`src/rtl/lutram_bist_ctrl.sv`:
```
// BIST sequencer for one 64x1 dual-port LUTRAM: CLEAR background, WRITE pattern,
// READ both ports (SPO at addr, DPO at ~addr), count mismatches and report the result.
module lutram_bist_ctrl #(
    parameter int ADDR_W = 6,
    parameter int RD_LAT = 0,
    parameter int ERR_W  = 8
) (
    input  logic              clk_i,
    input  logic              rst_ni,
    input  logic              start_i,
    input  logic [1:0]        pattern_i,
    output logic              busy_o,
    output logic              done_o,
    output logic              pass_o,
    output logic [ERR_W-1:0]  err_count_o,
    output logic [ADDR_W-1:0] first_err_addr_o,
    output logic              ram_we_o,
    output logic              ram_d_o,
    output logic [ADDR_W-1:0] ram_a_o,
    output logic [ADDR_W-1:0] ram_dpra_o,
    input  logic              ram_spo_i,
    input  logic              ram_dpo_i
);

    localparam logic [2:0] S_IDLE  = 3'd0;
    localparam logic [2:0] S_CLEAR = 3'd1;
    localparam logic [2:0] S_WRITE = 3'd2;
    localparam logic [2:0] S_READ  = 3'd3;
    localparam logic [2:0] S_DRAIN = 3'd4;
    localparam logic [2:0] S_DONE  = 3'd5;

    localparam int DW = (RD_LAT > 1) ? $clog2(RD_LAT) : 1;
    localparam logic [DW-1:0]     DRAIN_LAST = DW'((RD_LAT > 0) ? RD_LAT - 1 : 0);
    localparam logic [DW-1:0]     DRAIN_ONE  = DW'(1);
    localparam logic [ADDR_W-1:0] ADDR_ONE   = ADDR_W'(1);
    localparam logic [ERR_W-1:0]  ERR_MAX    = '1;

    logic [2:0]        state_q, state_d;
    logic [ADDR_W-1:0] addr_q, addr_d;
    logic [1:0]        pat_q, pat_d;
    logic [DW-1:0]     drain_q, drain_d;
    logic [ERR_W-1:0]  err_q, err_d;
    logic [ADDR_W-1:0] first_q, first_d;
    logic              seen_q, seen_d;
    logic              clrCnt;

    logic              readEn;
    logic              expSpo;
    logic              expDpo;
    logic              cmpVld;
    logic              cmpExpSpo;
    logic              cmpExpDpo;
    logic [ADDR_W-1:0] cmpAddr;
    logic              spoMis;
    logic              dpoMis;
    logic [ERR_W:0]    errSum;

    function automatic logic patBit(input logic [1:0] p, input logic lsb);
        case (p)
            2'b00:   return 1'b0;
            2'b01:   return 1'b1;
            2'b10:   return lsb;
            default: return ~lsb;
        endcase
    endfunction

    always_comb begin
        state_d = state_q;
        addr_d  = addr_q;
        pat_d   = pat_q;
        drain_d = drain_q;
        clrCnt  = 1'b0;
        case (state_q)
            S_IDLE, S_DONE: begin
                if (start_i) begin
                    pat_d   = pattern_i;
                    addr_d  = '0;
                    clrCnt  = 1'b1;
                    state_d = S_CLEAR;
                end
            end
            S_CLEAR: begin
                addr_d = addr_q + ADDR_ONE;
                if (&addr_q) state_d = S_WRITE;
            end
            S_WRITE: begin
                addr_d = addr_q + ADDR_ONE;
                if (&addr_q) state_d = S_READ;
            end
            S_READ: begin
                addr_d = addr_q + ADDR_ONE;
                if (&addr_q) begin
                    drain_d = '0;
                    state_d = (RD_LAT == 0) ? S_DONE : S_DRAIN;
                end
            end
            S_DRAIN: begin
                drain_d = drain_q + DRAIN_ONE;
                if (drain_q == DRAIN_LAST) state_d = S_DONE;
            end
            default: state_d = S_IDLE;
        endcase
    end

    assign readEn = (state_q == S_READ);
    assign expSpo = patBit(pat_q, addr_q[0]);
    assign expDpo = patBit(pat_q, ~addr_q[0]);

    // Expected bits travel alongside the read so they line up with a registered RAM output;
    // the DPO address is always the complement of the SPO address, so only one is carried.
    generate
        if (RD_LAT == 0) begin : g_async
            assign cmpVld    = readEn;
            assign cmpExpSpo = expSpo;
            assign cmpExpDpo = expDpo;
            assign cmpAddr   = addr_q;
        end else begin : g_pipe
            logic [RD_LAT-1:0] vld_q;
            logic [RD_LAT-1:0] spo_q;
            logic [RD_LAT-1:0] dpo_q;
            logic [ADDR_W-1:0] adr_q [RD_LAT];

            always_ff @(posedge clk_i or negedge rst_ni) begin
                if (!rst_ni) begin
                    vld_q <= '0;
                    spo_q <= '0;
                    dpo_q <= '0;
                    for (int i = 0; i < RD_LAT; i++) adr_q[i] <= '0;
                end else begin
                    vld_q[0] <= readEn;
                    spo_q[0] <= expSpo;
                    dpo_q[0] <= expDpo;
                    adr_q[0] <= addr_q;
                    for (int i = 1; i < RD_LAT; i++) begin
                        vld_q[i] <= vld_q[i-1];
                        spo_q[i] <= spo_q[i-1];
                        dpo_q[i] <= dpo_q[i-1];
                        adr_q[i] <= adr_q[i-1];
                    end
                end
            end

            assign cmpVld    = vld_q[RD_LAT-1];
            assign cmpExpSpo = spo_q[RD_LAT-1];
            assign cmpExpDpo = dpo_q[RD_LAT-1];
            assign cmpAddr   = adr_q[RD_LAT-1];
        end
    endgenerate

    assign spoMis = cmpVld & (ram_spo_i ^ cmpExpSpo);
    assign dpoMis = cmpVld & (ram_dpo_i ^ cmpExpDpo);
    assign errSum = {1'b0, err_q} + (ERR_W+1)'(spoMis) + (ERR_W+1)'(dpoMis);

    // At most two are added per cycle, so the carry bit alone flags overflow.
    always_comb begin
        err_d   = errSum[ERR_W] ? ERR_MAX : errSum[ERR_W-1:0];
        first_d = first_q;
        seen_d  = seen_q;
        if (!seen_q && (spoMis || dpoMis)) begin
            first_d = spoMis ? cmpAddr : ~cmpAddr;
            seen_d  = 1'b1;
        end
        if (clrCnt) begin
            err_d   = '0;
            first_d = '0;
            seen_d  = 1'b0;
        end
    end

    always_ff @(posedge clk_i or negedge rst_ni) begin
        if (!rst_ni) begin
            state_q <= S_IDLE;
            addr_q  <= '0;
            pat_q   <= '0;
            drain_q <= '0;
            err_q   <= '0;
            first_q <= '0;
            seen_q  <= 1'b0;
        end else begin
            state_q <= state_d;
            addr_q  <= addr_d;
            pat_q   <= pat_d;
            drain_q <= drain_d;
            err_q   <= err_d;
            first_q <= first_d;
            seen_q  <= seen_d;
        end
    end

    always_comb begin
        busy_o           = (state_q == S_CLEAR) || (state_q == S_WRITE) ||
                           (state_q == S_READ)  || (state_q == S_DRAIN);
        done_o           = (state_q == S_DONE);
        pass_o           = (state_q == S_DONE) && (err_q == '0);
        err_count_o      = err_q;
        first_err_addr_o = first_q;
        ram_we_o         = 1'b0;
        ram_d_o          = 1'b0;
        ram_a_o          = '0;
        ram_dpra_o       = '0;
        case (state_q)
            S_CLEAR: begin
                ram_we_o   = 1'b1;
                ram_d_o    = ~expSpo;
                ram_a_o    = addr_q;
                ram_dpra_o = addr_q;
            end
            S_WRITE: begin
                ram_we_o   = 1'b1;
                ram_d_o    = expSpo;
                ram_a_o    = addr_q;
                ram_dpra_o = addr_q;
            end
            S_READ: begin
                ram_a_o    = addr_q;
                ram_dpra_o = ~addr_q;
            end
            default: ;
        endcase
    end

endmodule

```
`config.mk`:
```
export PLATFORM = sky130hd
export DESIGN_NAME = lutram_bist_ctrl
export DESIGN_NICKNAME = d
export VERILOG_FILES = /design/src/rtl/lutram_bist_ctrl.sv
export SDC_FILE = /design/constraint.sdc
export NUM_CORES = 1
export LEC_CHECK = 0
export ABC_AREA = 1
export BUFFER_PORTS_ARGS = -buffer_cell sky130_fd_sc_hd__buf_2
export CORE_ASPECT_RATIO = 1.25
export CORE_UTILIZATION = 35
export DETAILED_ROUTE_END_ITERATION = 6
export PLACE_DENSITY_LB_ADDON = 0.12
export SLEW_MARGIN = 20
export SYNTH_ARGS = -nofsm -noshare
export SYNTH_HDL_FRONTEND = slang
export SYNTH_SLANG_ARGS = --single-unit
```
`constraint.sdc`:
```
create_clock -name clk_i -period 2.3 [get_ports clk_i]
set_clock_uncertainty 0.1 [all_clocks]
set_input_delay 0 -clock clk_i [delete_from_list [all_inputs] [get_ports clk_i]]
set_output_delay 0 -clock clk_i [all_outputs]
set_load 0.005 [all_outputs]
```
==> summary.txt <==
Run status
  – Status: finished clean

Yosys
  – Syn Nets: 242
  – Warnings, synthesis: 0
  – Synth async-reset ratio: 100%
  – Netlist cell types: 23
  – Mapped Area: 1630 um2
  – Sequential share of the synthesized area: 41.4%
  – Yosys reg bits: 27
  – Mapped Cells: about 230
  – Synth Flop Type: dfrtp_1
  – EDFF count, synth: 0
  – Mean Syn Cell Area: 7.00 um2

Job
  – Max_cap viols: 0

Layout
  – Total Nets Final: 292
  – Fraction of layout cells with a size suffix above 1: ~23%
  – Antenna Cells: 0
  – Non-Filler Instances: 340
  – Layout fillers: 491
  – P&R area growth vs syn: 25.7%
  – Post-Layout Inst Area: 2050 um2

Timing
  – Slew @ Worst Pin: 0.640 ns
  – Final Critical Period: about 2.1 ns
  – Max Freq: between 0.4 and 0.5 GHz
  – Min Hold Slack: between 0.006 and 0.007 ns
  – Final Hold Viols: 0
  – Final worst slack: 0.223 ns
  – Final setup vio count: 0
  – Period utilization: roughly nine tenths
  – Setup TNS: 0 ns
  – Max_slew headroom: 57.4%
  – Slew Viols, Final: 0

Clock network
  – Worst-Skew Late Latency: 0.28 ns
  – Root buffer cell: clkbuf_8
  – Clk buf depth: 2
  – Clk sinks: 27
  – Total CTS buffers: 3
  – Clock Pin Slew Worst Setup and Hold Paths: 0.10 ns
  – CTS tree: yes
  – Max H-tree Level: 1

Floorplan
  – Num rows: 27
  – Die X-Extent: ~63 um
  – Initial Util: 36.9%
  – IO Count: 38
  – Core area: 4430 um2
  – Die Area: 4940 um2
  – Die Ht: ~80 um

Worst setup path
  – Startpoint types: flop
  – Reg-to-reg critical path endpoint: err_count_o[5]
  – Crit path max-delay family: simple AND/OR/NAND/NOR gates
  – Most used cell along the critical path: nand2_1
  – CP Max Fanout: 6
  – CP Data Required Time: 2.42 ns
  – Critical path depth: 13
  – Critical R2R Launch: pat_q[0]
  – CP max-delay cell: dfrtp_1
  – Worst Path Buf+Inv: 3
  – Worst path cell trace: inv_1 -> nand2_1 -> nand2_1 -> nand2_2 -> nand3_4 -> fa_2 -> inv_2 -> nand3_2 -> nor2_4 -> nand2_1 -> nand3_1 -> nand2_1 -> inv_1
  – Worst EP arrival: 2.20 ns
  – CP peak stage delay: between 0.3 and 0.4 ns
  – Worst setup EP type: flop
  – Reg2reg path depth: 13
  – Setup Crit Path Kind: reg2reg
  – Register-to-Register Setup Slack: 0.22 ns

Drt
  – Via count: 1620
  – DRT iter0 DRCs: ~60
  – Post-detailed-routing wire length: 3.94 mm
  – Drc violations: 0
  – Antenna Nets Post-Route: 0
  – DR WL/cell: 11.6 um
  – DR vias/cell: 4.76
  – DR pass1 iterations: 4

Placed design
  – Port Buf Inserts: 37
  – Placed cell count: 333
  – GP Congestion: 0.794
  – Pre-CTS setup slack: 0.0752 ns
  – DP Area: 1950 um2
  – Hpwl dp: a little over 3 mm

Power
  – Leakage: approximately 1.2 nW
  – Peak supply drop: 601 uV
  – PD cells: ~1400 nW/um2

Global route
  – Gr busiest metal: met2
  – Vias in the first global route: 1600
  – Met3 Resource Use GR: a little over 2%
  – Total GRT Usage: 18.1%
  – Met2 Use GR: 31.1%
  – Met1 usage: 22.5%
  – Initial antenna violation count: 0
  – Largest net degree at the start of global routing: 28
  – Total grt overflow: 0
  – Global-route wire length before repair: 7.16 mm

Min path
  – Hold EP: state_q[2]
  – Worst Hold Path Cells: 6
  – Hold path startpoint: start_i
  – Worst Hold Class: in2reg
## layout by cell type, fill, tap and decap left out, types with 4 or more instances in the layout
cell | synthesis | final
nand3_1 | 20 | 18
buf_4 | 0 | 10
inv_1 | 37 | 36
dfrtp_1 | 27 | 27
nand2_1 | 82 | 80
nand2_2 | 2 | 4
nand4_1 | 9 | 9
nor2_1 | 14 | 13
buf_2 | 3 | 37
o21ai_0 | 14 | 13
## per-layer routing
| layer | share of wire [%] | vias to the layer above |
|---|---|---|
| met1 | 47 | 737 |
| li1 | - | 838 |
| met3 | 3.6 | 10 |
| met2 | 48 | 35 |
| met5 | 0 | - |
| met4 | 1.8 | 0 |
## final cells by class
cell class | instances | area (um2) | share of cell area (%)
multi-input cells | 163 | 825 | 40.2
flip-flops and latches | 27 | 676 | 32.9
repair buffers | 50 | 290 | 14.2
inverters | 38 | 143 | 6.96
well taps | 58 | 72.6 | 3.54
clock buffers | 4 | 45.0 | 2.20
## worst reg2reg max path, cell delays in order (launching register included)
cell     delay, ns
dfrtp_1       0.38
inv_1         0.08
nand2_1       0.10
nand2_1       0.10
nand2_2       0.10
nand3_4       0.07
fa_2          0.37
inv_2         0.07
nand3_2       0.10
nor2_4        0.17
nand2_1       0.16
nand3_1       0.13
nand2_1       0.05
inv_1         0.05
## power by group
part           leakage (nW)  switching (mW)  internal (mW)
clock                0.0228           0.158          0.124
sequential            0.345           0.172          0.673
combinational         0.803            1.07          0.730
total                  1.17            1.40           1.53
## sequential cells by signal, summed over array words and instances, names as in the netlist
| name | cells |
|---|---|
| addr_q | 6 |
| state_q | 3 |
| drain_q | 1 |
| err_count_o | 8 |
| pat_q | 2 |
| first_err_addr_o | 6 |
| seen_q | 1 |
## how the worst max path moves through the flow
| stage | startpoint | endpoint | slack (ns) |
|---|---|---|---|
| floorplan | state_q[0] | err_count_o[6] | 0.02 |
| global placement | addr_q[0] | err_count_o[7] | 0.11 |
| detailed placement | addr_q[0] | err_count_o[6] | 0.08 |
| CTS | addr_q[0] | err_count_o[7] | 0.05 |
| global route | addr_q[0] | err_count_o[6] | -0.006 |
| finish | pat_q[0] | err_count_o[5] | 0.22 |
## timing repair
item / in CTS / in global routing
setup buffers: 0 / 0
hold endpoints to repair: 29 / 0
hold buffers: 3 / 0
resized for setup: 0 / 8
endpoints found under the setup margin: 0 / 8
## cell families after synthesis
group	Yosys count	synth area share, %
flops	27	41.4
simple gates	133	35.7
buf+inv	43	10.1
fa+ha+maj	2	1.99
mux	1	0.614
xor+xnor	4	2.15
compound gates	23	7.98
## cell usage after synthesis, types with 3 or more instances
cell	instances	area [um2]
nand3_1	20	100
o22ai_1	3	18.8
a21oi_1	3	15.0
inv_1	37	139
dfrtp_1	27	676
nor2_1	14	52.6
o21ai_0	14	70.1
buf_2	3	15.0
nand2_1	82	308
nand4_1	9	56.3
xor2_1	3	26.3
nor3_1	4	20.0
## per-stage QoR
step | power, mW | utilization (%)
detailed placement | 2.65 | 44.1
finish | 2.92 | 46.3
global route | 3.27 | 46.3
global placement | 2.64 | 44.1
CTS | 2.94 | 45.8
floorplan | 1.99 | -
(Power assumes the default switching activity.)
